--- src/rtl/e2b_pkg.sv ---
// Shared definitions for the excess-3 to BCD converter arbiter:
// FSM state encoding and the valid excess-3 code range.
package e2b_pkg;

  typedef logic [1:0] state_t;

  localparam state_t ST_IDLE = 2'd0;
  localparam state_t ST_CONV = 2'd1;
  localparam state_t ST_HOLD = 2'd2;

  // Excess-3 digits 0..9 are encoded as 3..12
  localparam logic [3:0] E3_MIN = 4'd3;
  localparam logic [3:0] E3_MAX = 4'd12;

endpackage

--- src/rtl/e2b_core.sv ---
// Combinational excess-3 to BCD digit converter.
// Codes outside 3..12 are flagged and produce a zero digit.
module e2b_core
  import e2b_pkg::*;
(
  input  logic [3:0] e_i,
  output logic [3:0] b_o,
  output logic       err_o
);

  assign err_o = (e_i < E3_MIN) || (e_i > E3_MAX);
  assign b_o   = err_o ? 4'd0 : (e_i - E3_MIN);

endmodule

--- src/rtl/e2b_conv_arbiter.sv ---
// Round-robin arbiter sharing one excess-3 to BCD converter among NREQ
// requesters. One conversion is in flight at a time:
// IDLE (grant + capture) -> CONV (register result) -> HOLD (wait for ready).
module e2b_conv_arbiter
  import e2b_pkg::*;
#(
  parameter int NREQ = 4,
  parameter int IDW  = 2,
  parameter int CNTW = 8
) (
  input  logic              clk,
  input  logic              rst_n,
  input  logic [NREQ-1:0]   req,
  input  logic [4*NREQ-1:0] e_in,
  output logic [NREQ-1:0]   gnt,
  output logic              out_valid,
  input  logic              out_ready,
  output logic [3:0]        out_b,
  output logic [IDW-1:0]    out_id,
  output logic              out_err,
  output logic              busy,
  output logic [CNTW-1:0]   conv_cnt,
  output logic [CNTW-1:0]   err_cnt
);

  state_t           state_q, state_d;
  logic [IDW-1:0]   ptr_q, ptr_d;
  logic [3:0]       e_q, e_d;
  logic [IDW-1:0]   id_q, id_d;
  logic             ov_q, ov_d;
  logic [3:0]       ob_q, ob_d;
  logic [IDW-1:0]   oid_q, oid_d;
  logic             oerr_q, oerr_d;
  logic [CNTW-1:0]  conv_q, conv_d;
  logic [CNTW-1:0]  errc_q, errc_d;

  logic             found;
  logic [IDW-1:0]   pick;
  logic [3:0]       e_sel;
  logic [3:0]       core_b;
  logic             core_err;

  // Counters hold at all-ones instead of wrapping
  function automatic logic [CNTW-1:0] sat_inc(input logic [CNTW-1:0] v);
    return (&v) ? v : v + 1'b1;
  endfunction

  e2b_core u_core (
    .e_i   (e_q),
    .b_o   (core_b),
    .err_o (core_err)
  );

  // Round-robin pick: first request at or above ptr, else lowest request below it
  always_comb begin
    found = 1'b0;
    pick  = '0;
    e_sel = '0;
    for (int j = 0; j < NREQ; j++) begin
      if (!found && req[j] && (j >= int'(ptr_q))) begin
        found = 1'b1;
        pick  = IDW'(j);
        e_sel = e_in[4*j +: 4];
      end
    end
    for (int j = 0; j < NREQ; j++) begin
      if (!found && req[j]) begin
        found = 1'b1;
        pick  = IDW'(j);
        e_sel = e_in[4*j +: 4];
      end
    end
  end

  // Grant only while idle and out of reset, so a held request never sees gnt during reset
  assign gnt = (rst_n && (state_q == ST_IDLE) && found) ? (NREQ'(1) << pick) : '0;

  // Next-state logic for the FSM, capture registers, output registers and counters
  always_comb begin
    state_d = state_q;
    ptr_d   = ptr_q;
    e_d     = e_q;
    id_d    = id_q;
    ov_d    = ov_q;
    ob_d    = ob_q;
    oid_d   = oid_q;
    oerr_d  = oerr_q;
    conv_d  = conv_q;
    errc_d  = errc_q;
    case (state_q)
      ST_IDLE: begin
        if (found) begin
          e_d     = e_sel;
          id_d    = pick;
          ptr_d   = (pick == IDW'(NREQ-1)) ? '0 : pick + 1'b1;
          state_d = ST_CONV;
        end
      end
      ST_CONV: begin
        ob_d    = core_b;
        oerr_d  = core_err;
        oid_d   = id_q;
        ov_d    = 1'b1;
        state_d = ST_HOLD;
      end
      ST_HOLD: begin
        if (out_ready) begin
          ov_d    = 1'b0;
          conv_d  = sat_inc(conv_q);
          if (oerr_q) errc_d = sat_inc(errc_q);
          state_d = ST_IDLE;
        end
      end
      default: state_d = ST_IDLE;
    endcase
  end

  // State registers; reset discards any in-flight conversion
  always_ff @(posedge clk or negedge rst_n) begin
    if (!rst_n) begin
      state_q <= ST_IDLE;
      ptr_q   <= '0;
      e_q     <= '0;
      id_q    <= '0;
      ov_q    <= 1'b0;
      ob_q    <= '0;
      oid_q   <= '0;
      oerr_q  <= 1'b0;
      conv_q  <= '0;
      errc_q  <= '0;
    end else begin
      state_q <= state_d;
      ptr_q   <= ptr_d;
      e_q     <= e_d;
      id_q    <= id_d;
      ov_q    <= ov_d;
      ob_q    <= ob_d;
      oid_q   <= oid_d;
      oerr_q  <= oerr_d;
      conv_q  <= conv_d;
      errc_q  <= errc_d;
    end
  end

  assign out_valid = ov_q;
  assign out_b     = ob_q;
  assign out_id    = oid_q;
  assign out_err   = oerr_q;
  assign busy      = (state_q != ST_IDLE);
  assign conv_cnt  = conv_q;
  assign err_cnt   = errc_q;

endmodule

--- config.mk ---
export PLATFORM = sky130hd
export DESIGN_NAME = e2b_conv_arbiter
export DESIGN_NICKNAME = d
export VERILOG_FILES = /design/src/rtl/e2b_pkg.sv /design/src/rtl/e2b_core.sv /design/src/rtl/e2b_conv_arbiter.sv
export SDC_FILE = /design/constraint.sdc
export NUM_CORES = 1
export LEC_CHECK = 0
export CORE_MARGIN = 4
export CORE_UTILIZATION = 30
export CTS_CLUSTER_DIAMETER = 150
export DETAILED_ROUTE_END_ITERATION = 10
export GPL_ROUTABILITY_DRIVEN = 1
export MAX_ROUTING_LAYER = met4
export PLACE_DENSITY_LB_ADDON = 0.3
export SLEW_MARGIN = 20
export SYNTH_ARGS = -nofsm -noshare
export SYNTH_HDL_FRONTEND = slang
export SYNTH_HIERARCHICAL = 1
export SYNTH_SLANG_ARGS = --single-unit
--- constraint.sdc ---
create_clock -name clk -period 2.8 [get_ports clk]
set_input_delay 0.28 -clock clk [delete_from_list [all_inputs] [get_ports clk]]
set_output_delay 0.28 -clock clk [all_outputs]
set_load 0.02 [all_outputs]
==> results.ini, run 1 <==
[layout]
fill_cells=637
antenna_cells=0
area_growth_pct=35.7
nets=294
stdcell_count=342
drive_above_1_share=0.174
final_area_um2=2790

[logic_synthesis]
syn_nets=231
seq_area_frac_synth=0.414
syn_inst=202
syn_area_um2=2060
syn_area_per_cell_um2=10.2
ys_async_sr_fraction=1.00
synth_seq_cells=34
yosys_warnings=6
synth_ff_type=dfrtp_1
synth_edf_count=0
ys_types=55

[global_routing]
grt_pass1_vias=1741
grt_max_degree=34
grt_overflow_total=0
gr-usage-all-layers=0.134
antenna_found_initial=0
grt_pass1_wl_um=8750

[timing]
tns_ns=0
setup_violations=0
drv_slew=0
min_period_ns=2.63
finClkSkew_ns=0.00627
period_share=0.938
worst_slew_pin_slew_ns=0.647
hold_viol=0
whs_ns=0.196
slew_headroom=0.568
fmax_mhz=381
rsz0062_at_grt=false

[floorplanning]
dieHeight_um=90.8
start_util=0.317
die-area_um2=8240
core_area_um2=6490
die_x_um=90.8
rows=29
ios=52

[setup_path]
r2r-end=e_q[1]$_DFFE_PN0P_
criticalPathCategory=reg2out
worstPathRequired_ns=2.52
crit_top_cell=o21ai_0
worst_setup_path_end_kind=output pin
start_kind=flip-flop
worstRegToRegCells=6
critPathMaxFanout=13
r2r-start=state_q[0]$_DFFE_PN0P_
arrival_ns=2.35
worstPathCellList=nand2b_2 > o21ai_0 > o21ai_0 > o21ai_1 > ha_1 > and3_1 > clkdlybuf4s50_1
critPathTopFamily=buffers and inverters
rrSetupSlack_ns=0.98
path_buf_inv=1
slowest_stage=clkdlybuf4s50_1
slowest_delay_ns=0.60

[pwr]
power_frac_seq=0.348
ir_worst_vdd_uv=415
pwr-share-comb=0.519
netSwitchingFraction=0.408
clockPowerShare=0.133
p_switching_mw=1.05
power_mw=2.57
p_per_area_nw_per_um2=920
internal-power_mw=1.52
leakagePower_nw=1.19

[run_status]
status=completed

[cts]
root_buffer=clkbuf_8
clock_sinks=34
clk_latency_ns=0.28
cts_buffers=5
clk_pin_slew_ns=0.06
cts_buffer_depth=2
cts_tree=done
h-tree-depth=2

[worst_hold_path]
worstHoldPathType=in2async

[placement]
place_hpwl_um=3950
routabilityCongestion=0.926
place_area_um2=2710
placed_cells=335
portBuffers=51

[run]
maxCapViolations=0

[routing]
drcViolationCount=0
dr.pass1.iters=4
num_vias=1748
wl_per_cell_um=14.8
drtIter0Drc=96
viasPerCell=5.11
wl_um=5070
antenna_left=0

[power groups by stage]
stage	logic [mW]	registers (mW)	clock network, mW
global placement	1.33	0.897	0
finish	1.33	0.892	0.341
CTS	1.35	0.893	0.360
floorplan	0.775	0.962	0
detailed placement	1.34	0.900	0
global route	1.48	0.928	0.380
[registers in the layout, indices dropped and copies added, names as in the netlist]
signal / count
conv_cnt: 8
err_cnt: 8
e_q: 4
out_b: 4
id_q: 2
out_id: 2
ptr_q: 2
state_q: 2
out_err: 1
out_valid: 1
[repair_timing]
action,in CTS,in global routing
hold buffers,0,0
endpoints found under the setup margin,0,4
buffers inserted,0,0
hold endpoints to repair,0,0
gates resized for setup,0,3
[cells in the mapped netlist (5+ instances only)]
library cell,n,share of area
dfrtp_1,34,0.41
nor2_1,14,0.026
nand2_1,12,0.022
inv_1,11,0.020
xnor2_1,11,0.047
mux2_2,10,0.055
nand3_1,8,0.019
nand4_1,8,0.024
a21oi_1,7,0.017
ha_1,6,0.037
o21ai_0,6,0.015
nor3_1,5,0.012
[placed cells by master (no fill, tap or decap), types with 2 or more instances in the layout]
master	Yosys	layout
nor2_1	14	14
buf_4	4	14
clkbuf_8	0	5
xnor2_1	11	11
inv_1	11	11
dfrtp_1	34	32
nor3_1	5	5
xor2_1	3	3
clkdlybuf4s50_1	0	51
o22ai_1	3	3
a21oi_1	7	7
nand4_1	8	8
dfrtp_2	0	2
a221oi_2	2	2
o21ai_0	6	5
clkinv_2	0	2
nand3_1	8	8
mux2i_1	2	2
a31oi_1	3	3
mux2_2	10	10
o211a_1	2	2
nand2_1	12	12
a221oi_1	3	3
nor2_4	2	2
ha_1	6	6
nand2b_1	3	3
o221ai_1	3	3
and3b_1	4	4
and3_1	4	4
[metal layers]
layer	up-vias	global-route usage	wire, um
met5	-	-	0
met4	0	0.0352	74
met3	11	0.0342	227
met2	39	0.200	2420
met1	827	0.182	2350
li1	871	-	-
[worst register-to-register path, stage by stage, from the launching register on]
cell      delay, ns
dfrtp_1        0.41
or2_0          0.35
nor2_4         0.20
buf_4          0.21
nand2_1        0.13
a221oi_1       0.30
a221oi_2       0.09
[layout make-up]
| class | count | area, um2 | area share |
|---|---|---|---|
| Multi-Input combinational cell | 148 | 1100 | 0.396 |
| Inverter | 11 | 41.3 | 0.0148 |
| Tap cell | 77 | 96.3 | 0.0345 |
| Sequential cell | 34 | 853 | 0.306 |
| Timing Repair Buffer | 65 | 616 | 0.221 |
| Clock inverter | 2 | 10.0 | 0.00359 |
| Clock buffer | 5 | 68.8 | 0.0247 |
[through the flow]
step            util  setup WS [ns]
2_1_floorplan      -          0.867
3_3_place_gp   0.417          0.206
3_5_place_dp   0.417          0.178
4_1_cts        0.429        0.00856
5_1_grt        0.429         0.0362
6_report       0.429          0.173
[logic make-up (layout without fill, tap and decap cells)]
logic type,Yosys count,after routing,synth area share
flip-flops,34,34,0.414
buffers and inverters,20,83,0.0493
adder cells (fa/ha/maj),6,6,0.0365
AO/OA/AOI/OAI,43,43,0.166
AND/OR/NAND/NOR,73,73,0.210
XOR/XNOR,14,14,0.0596
multiplexers,12,12,0.0645
[worst max-delay path by stage]
stage	depth (start not counted)	slack (ns)	startpoint	to
2_1_floorplan	6	0.87	state_q[0]$_DFFE_PN0P_	gnt[1]
3_3_place_gp	8	0.21	req[2]	gnt[2]
3_5_place_dp	8	0.18	req[2]	gnt[2]
4_1_cts	7	0.009	ptr_q[0]$_DFFE_PN0P_	gnt[2]
5_1_grt	7	0.04	ptr_q[0]$_DFFE_PN0P_	gnt[0]
6_report	7	0.17	ptr_q[0]$_DFFE_PN0P_	gnt[2]
Note: power is estimated with default switching activity, not from simulation.
==> inputs of run 2 (changes only) <==
--- a/config.mk
+++ b/config.mk
@@ -5,6 +5,8 @@
 export SDC_FILE = /design/constraint.sdc
 export NUM_CORES = 1
 export LEC_CHECK = 0
+export CELL_PAD_IN_SITES_DETAIL_PLACEMENT = 0
+export CELL_PAD_IN_SITES_GLOBAL_PLACEMENT = 2
 export CORE_MARGIN = 4
 export CORE_UTILIZATION = 30
 export CTS_CLUSTER_DIAMETER = 150
@@ -15,5 +17,4 @@
 export SLEW_MARGIN = 20
 export SYNTH_ARGS = -nofsm -noshare
 export SYNTH_HDL_FRONTEND = slang
-export SYNTH_HIERARCHICAL = 1
 export SYNTH_SLANG_ARGS = --single-unit
==> results.ini, run 2 <==
[cts]
h-tree-depth=2
cts_tree=done
ctsHoldBuffers=0
root_buffer=clkbuf_8
cts_buffer_depth=2
cts_buffers=5
clock_sinks=34
clk_latency_ns=0.28
clk_pin_slew_ns=0.06

[setup_path]
arrival_ns=2.29
worstRegToRegCells=6
slowest_stage=clkdlybuf4s50_1
start_kind=input port
worst_setup_path_end_kind=output pin
slowest_delay_ns=0.53
worstPathRequired_ns=2.52
worstPathCellList=clkdlybuf4s50_1 > nor2b_1 > a211oi_1 > o22ai_2 > ha_1 > and3_1 > clkdlybuf4s50_1
crit_top_cell=clkdlybuf4s50_1
r2r-start=err_cnt[0]$_DFFE_PN0P_
criticalPathCategory=in2out
critPathMaxFanout=7
rrSetupSlack_ns=0.87
r2r-end=err_cnt[5]$_DFFE_PN0P_

[pwr]
leakagePower_nw=1.16
p_per_area_nw_per_um2=911
ir_worst_vdd_uv=400

[floorplanning]
die_x_um=88.9
die-area_um2=7900
rows=29
start_util=0.309
core_area_um2=6350
ios=52
dieHeight_um=88.9

[logic_synthesis]
yosysMostFrequentCell=dfrtp_1
synth_area_leader_cell=dfrtp_1
yosys.area.top_type_share=0.433
synth_edf_count=0
synth_ff_type=dfrtp_1
ys_async_sr_fraction=1.00
syn_nets=228
yosys-top-cells-count=dfrtp_1, nand2_1, nor2_1, xnor2_1, a21oi_1
ys_top_cells_by_area=dfrtp_1, nand2_1, xnor2_1, ha_1, nor2_1
synth_seq_cells=34
yosys_warnings=0
ys_types=44
syn_inst=199
syn_area_per_cell_um2=9.86
syn_area_um2=1960
seq_area_frac_synth=0.433

[layout]
final_common_cell=clkdlybuf4s50_1
area_growth_pct=36.9
antenna_cells=0
nets=289
drive_above_1_share=0.112
fill_cells=616
layout_common_cells=clkdlybuf4s50_1, dfrtp_1, nand2_1, nor2_1

[global_routing]
grt_max_degree=35
grt_pass1_wl_um=8200
gr-usage-all-layers=0.138
grt_pass1_vias=1682
grt_overflow_total=0
antenna_found_initial=0

[timing]
fmax_mhz=389
drv_slew=0
period_share=0.917
setup_violations=0
fin_ws_ns=0.232
worst_slew_pin_slew_ns=0.762
slew_headroom=0.486
tns_ns=0
rsz0062_at_grt=false
finClkSkew_ns=0.00605
min_period_ns=2.57
hold_viol=0

[routing]
dr.pass1.iters=4
antenna_left=0
viasPerCell=4.98
drcViolationCount=0
wl_um=4790
num_vias=1677
drtIter0Drc=70
wl_per_cell_um=14.2

[run_status]
status=completed

[worst_hold_path]
worstHoldPathType=reg2reg
worstHoldEndpoint=out_id[0]$_DFFE_PN0P_
hold_start=id_q[0]$_DFFE_PN0P_
hold_depth=2

[run]
maxCapViolations=0

[placement]
pre_cts_slack_ns=0.171
place_hpwl_um=3710
portBuffers=51
routabilityCongestion=0.878

## run 2: logic make-up (layout without fill, tap and decap cells)
| logic type | Yosys count | after routing | share of synthesized area |
|---|---|---|---|
| AOI/OAI and AO/OA | 44 | 44 | 0.183 |
| xor gates and xnor gates | 16 | 16 | 0.0714 |
| DFF | 34 | 34 | 0.433 |
| and+or+nand+nor | 82 | 82 | 0.225 |
| muxes | 3 | 3 | 0.0172 |
| buffers and inverters | 14 | 75 | 0.0319 |
| adders and majority gates | 6 | 6 | 0.0382 |
## run 2: critical path: cells and delay by family
family	cells	cell delay (ns)
buffers and inverters	2	1.05
AO/OA/AOI/OAI	2	0.40
adder cells (fa/ha/maj)	1	0.21
AND/OR/NAND/NOR	2	0.35
## run 2: area by class of cell
type | count | area, um2 | share of cell area
clock buffer | 7 | 76.3 | 0.0284
inverter | 8 | 30.0 | 0.0112
multi-input combinational | 151 | 1060 | 0.393
sequential | 34 | 851 | 0.317
tap | 77 | 96.3 | 0.0358
timing repair buffer | 60 | 578 | 0.215
## run 2: routing by layer
layer	GRT usage	wire length (um)	up-vias
met5	-	0	-
met4	0.0453	30	0
met3	0.0304	277	4
met2	0.215	2170	57
met1	0.177	2310	785
li1	-	-	831
## run 2: stage by stage
| stage | utilization | cells | area (um2) | total power [mW] | hold WS, ns |
|---|---|---|---|---|---|
| detailed placement | 0.410 | 330 | 2610 | 2.13 | 0.471 |
| CTS | 0.422 | 337 | 2680 | 2.48 | 0.484 |
| finish | 0.423 | 337 | 2690 | 2.45 | 0.480 |
| global route | 0.423 | 337 | 2690 | 2.67 | 0.508 |
| global placement | 0.410 | 330 | 2610 | 2.13 | 0.463 |
| floorplan | - | 199 | 1960 | 1.64 | -0.0156 |
## run 2: worst max-delay path by stage
stage | startpoint | end | depth (start not counted)
finish | req[0] | gnt[2] | 7
global route | ptr_q[0]$_DFFE_PN0P_ | gnt[0] | 6
CTS | ptr_q[0]$_DFFE_PN0P_ | gnt[2] | 6
detailed placement | req[0] | gnt[2] | 7
global placement | req[2] | gnt[2] | 7
floorplan | err_cnt[0]$_DFFE_PN0P_ | err_cnt[5]$_DFFE_PN0P_ | 6
## run 2: power breakdown
| part | internal (mW) | total [mW] | switching (mW) |
|---|---|---|---|
| Combinational | 0.607 | 1.24 | 0.634 |
| Sequential | 0.675 | 0.869 | 0.195 |
| Clock | 0.171 | 0.339 | 0.168 |
## run 2: timing repair
| item | CTS | global route |
|---|---|---|
| buffers inserted | 0 | 0 |
| setup endpoints to repair | 0 | 2 |
| endpoints found under the hold margin | 0 | 0 |
| resized for setup | 0 | 1 |
==> inputs of run 3 (changes only) <==
--- a/config.mk
+++ b/config.mk
@@ -8,10 +8,11 @@
 export CELL_PAD_IN_SITES_DETAIL_PLACEMENT = 0
 export CELL_PAD_IN_SITES_GLOBAL_PLACEMENT = 2
 export CORE_MARGIN = 4
-export CORE_UTILIZATION = 30
+export CORE_UTILIZATION = 26
 export CTS_CLUSTER_DIAMETER = 150
 export DETAILED_ROUTE_END_ITERATION = 10
 export GPL_ROUTABILITY_DRIVEN = 1
+export GPL_TIMING_DRIVEN = 0
 export MAX_ROUTING_LAYER = met4
 export PLACE_DENSITY_LB_ADDON = 0.3
 export SLEW_MARGIN = 20
==> constraint.sdc (replaced) <==
create_clock -name clk -period 2.3 [get_ports clk]
set_input_delay 0.23 -clock clk [delete_from_list [all_inputs] [get_ports clk]]
set_output_delay 0.23 -clock clk [all_outputs]
set_load 0.02 [all_outputs]
==> results.ini, run 3 (same netlist as run 2, synthesis figures left out) <==
[layout]
stdcell_count=359
antenna_cells=0
final_common_cell=clkdlybuf4s50_1
layout_common_cells=clkdlybuf4s50_1, dfrtp_1, nand2_1, nor2_1, xnor2_1
drive_above_1_share=0.146
nets=288
area_growth_pct=39.8
fill_cells=769

[cts]
cts_tree=done
clk_latency_ns=0.28
cts_buffers=5
cts_buffer_depth=2
clk_pin_slew_ns=0.07
h-tree-depth=2
clock_sinks=34
root_buffer=clkbuf_8

[timing]
slew_headroom=0.510
period_share=0.919
setup_violations=0
drv_slew=0
hold_viol=0
rsz0062_at_grt=false
fmax_mhz=473
finClkSkew_ns=0.00406
worst_slew_pin_slew_ns=0.725
min_period_ns=2.11

[floorplanning]
die-area_um2=9010
rows=31
start_util=0.269
dieHeight_um=94.9
die_x_um=94.9
core_area_um2=7290
ios=52

[pwr]
leakagePower_nw=1.18
netSwitchingFraction=0.404
pwr-share-comb=0.509
power_mw=3.03
clockPowerShare=0.148
ir_worst_vdd_uv=278
p_switching_mw=1.23
internal-power_mw=1.81
p_per_area_nw_per_um2=1110
power_frac_seq=0.343

[routing]
drcViolationCount=0
num_vias=1685
dr.pass1.iters=4
wl_per_cell_um=13.5
antenna_left=0
viasPerCell=4.69
drtIter0Drc=54
wl_um=4860

[placement]
place_hpwl_um=3890
routabilityCongestion=0.809
portBuffers=51
placed_cells=350

[setup_path]
r2r-start=err_cnt[0]$_DFFE_PN0P_
start_kind=input port
rrSetupSlack_ns=0.37
worstPathRequired_ns=2.07
worstRegToRegCells=6
arrival_ns=1.88
criticalPathCategory=in2out
worst_setup_path_end_kind=output pin
critPathMaxFanout=7
r2r-end=err_cnt[5]$_DFFE_PN0P_

[global_routing]
grt_pass1_wl_um=8340
gr-usage-all-layers=0.120
grt_max_degree=21
antenna_found_initial=0
grt_overflow_total=0
grt_pass1_vias=1750

[worst_hold_path]
worstHoldPathType=in2async

[run_status]
status=completed

[run]
maxCapViolations=0

run 3: final cells by class:
class,count,area (um2),area share
Tap cell,99,124,0.0451
Clock buffer,7,86.3,0.0315
Inverter,8,30.0,0.0109
Multi-Input combinational cell,151,1080,0.394
Clock inverter,1,5.00,0.00182
Timing Repair Buffer,54,531,0.193
Buffer,5,35.0,0.0128
Sequential cell,34,852,0.311
run 3: per-stage QoR:
step	area, um2	utilization	worst slack, ns	hold WS, ns	setup TNS [ns]
5_1_grt	2740	0.376	0.0773	0.446	0
3_3_place_gp	2600	0.356	-1.01	0.454	-3.56
6_report	2740	0.376	0.186	0.426	0
2_1_floorplan	1960	-	0.439	-0.0656	0
3_5_place_dp	2620	0.359	-0.503	0.199	-1.35
4_1_cts	2740	0.375	-0.0490	0.435	-0.0921
run 3: routing by layer:
metal,track usage,wire (um),up-vias
li1,-,-,835
met1,0.152,2290,786
met2,0.191,2250,57
met3,0.0255,260,7
met4,0.0385,65,0
met5,-,0,-
run 3: power by group through the flow:
stage               Combinational [mW]  Clock (mW)  Sequential [mW]
floorplan                        0.844           0             1.15
global placement                  1.55           0             1.03
detailed placement                1.56           0             1.04
CTS                               1.55       0.471             1.05
global route                      1.72       0.495             1.09
finish                            1.54       0.448             1.04
run 3: how the worst max path moves through the flow:
| stage | startpoint | endpoint | slack, ns |
|---|---|---|---|
| floorplan | err_cnt[0]$_DFFE_PN0P_ | err_cnt[5]$_DFFE_PN0P_ | 0.44 |
| global placement | rst_n | gnt[3] | -1.01 |
| detailed placement | req[0] | gnt[2] | -0.50 |
| CTS | ptr_q[0]$_DFFE_PN0P_ | gnt[2] | -0.05 |
| global route | state_q[1]$_DFFE_PN0P_ | gnt[2] | 0.08 |
| finish | req[0] | gnt[2] | 0.19 |
run 3: what timing repair did:
| item | CTS | global route |
|---|---|---|
| hold buffers | 1 | 0 |
| endpoints found under the hold margin | 14 | 0 |
| gates resized for setup | 11 | 12 |
| endpoints found under the setup margin | 4 | 4 |
| buffers inserted | 0 | 1 |
| pin swaps | 0 | 1 |
run 3: critical path, stage by stage:
cell and delay, ns:
clkdlybuf4s50_1 0.62, nor2b_4 0.28, a211oi_2 0.07, o22ai_2 0.21
ha_1 0.17, and3_1 0.14, clkbuf_2 0.16
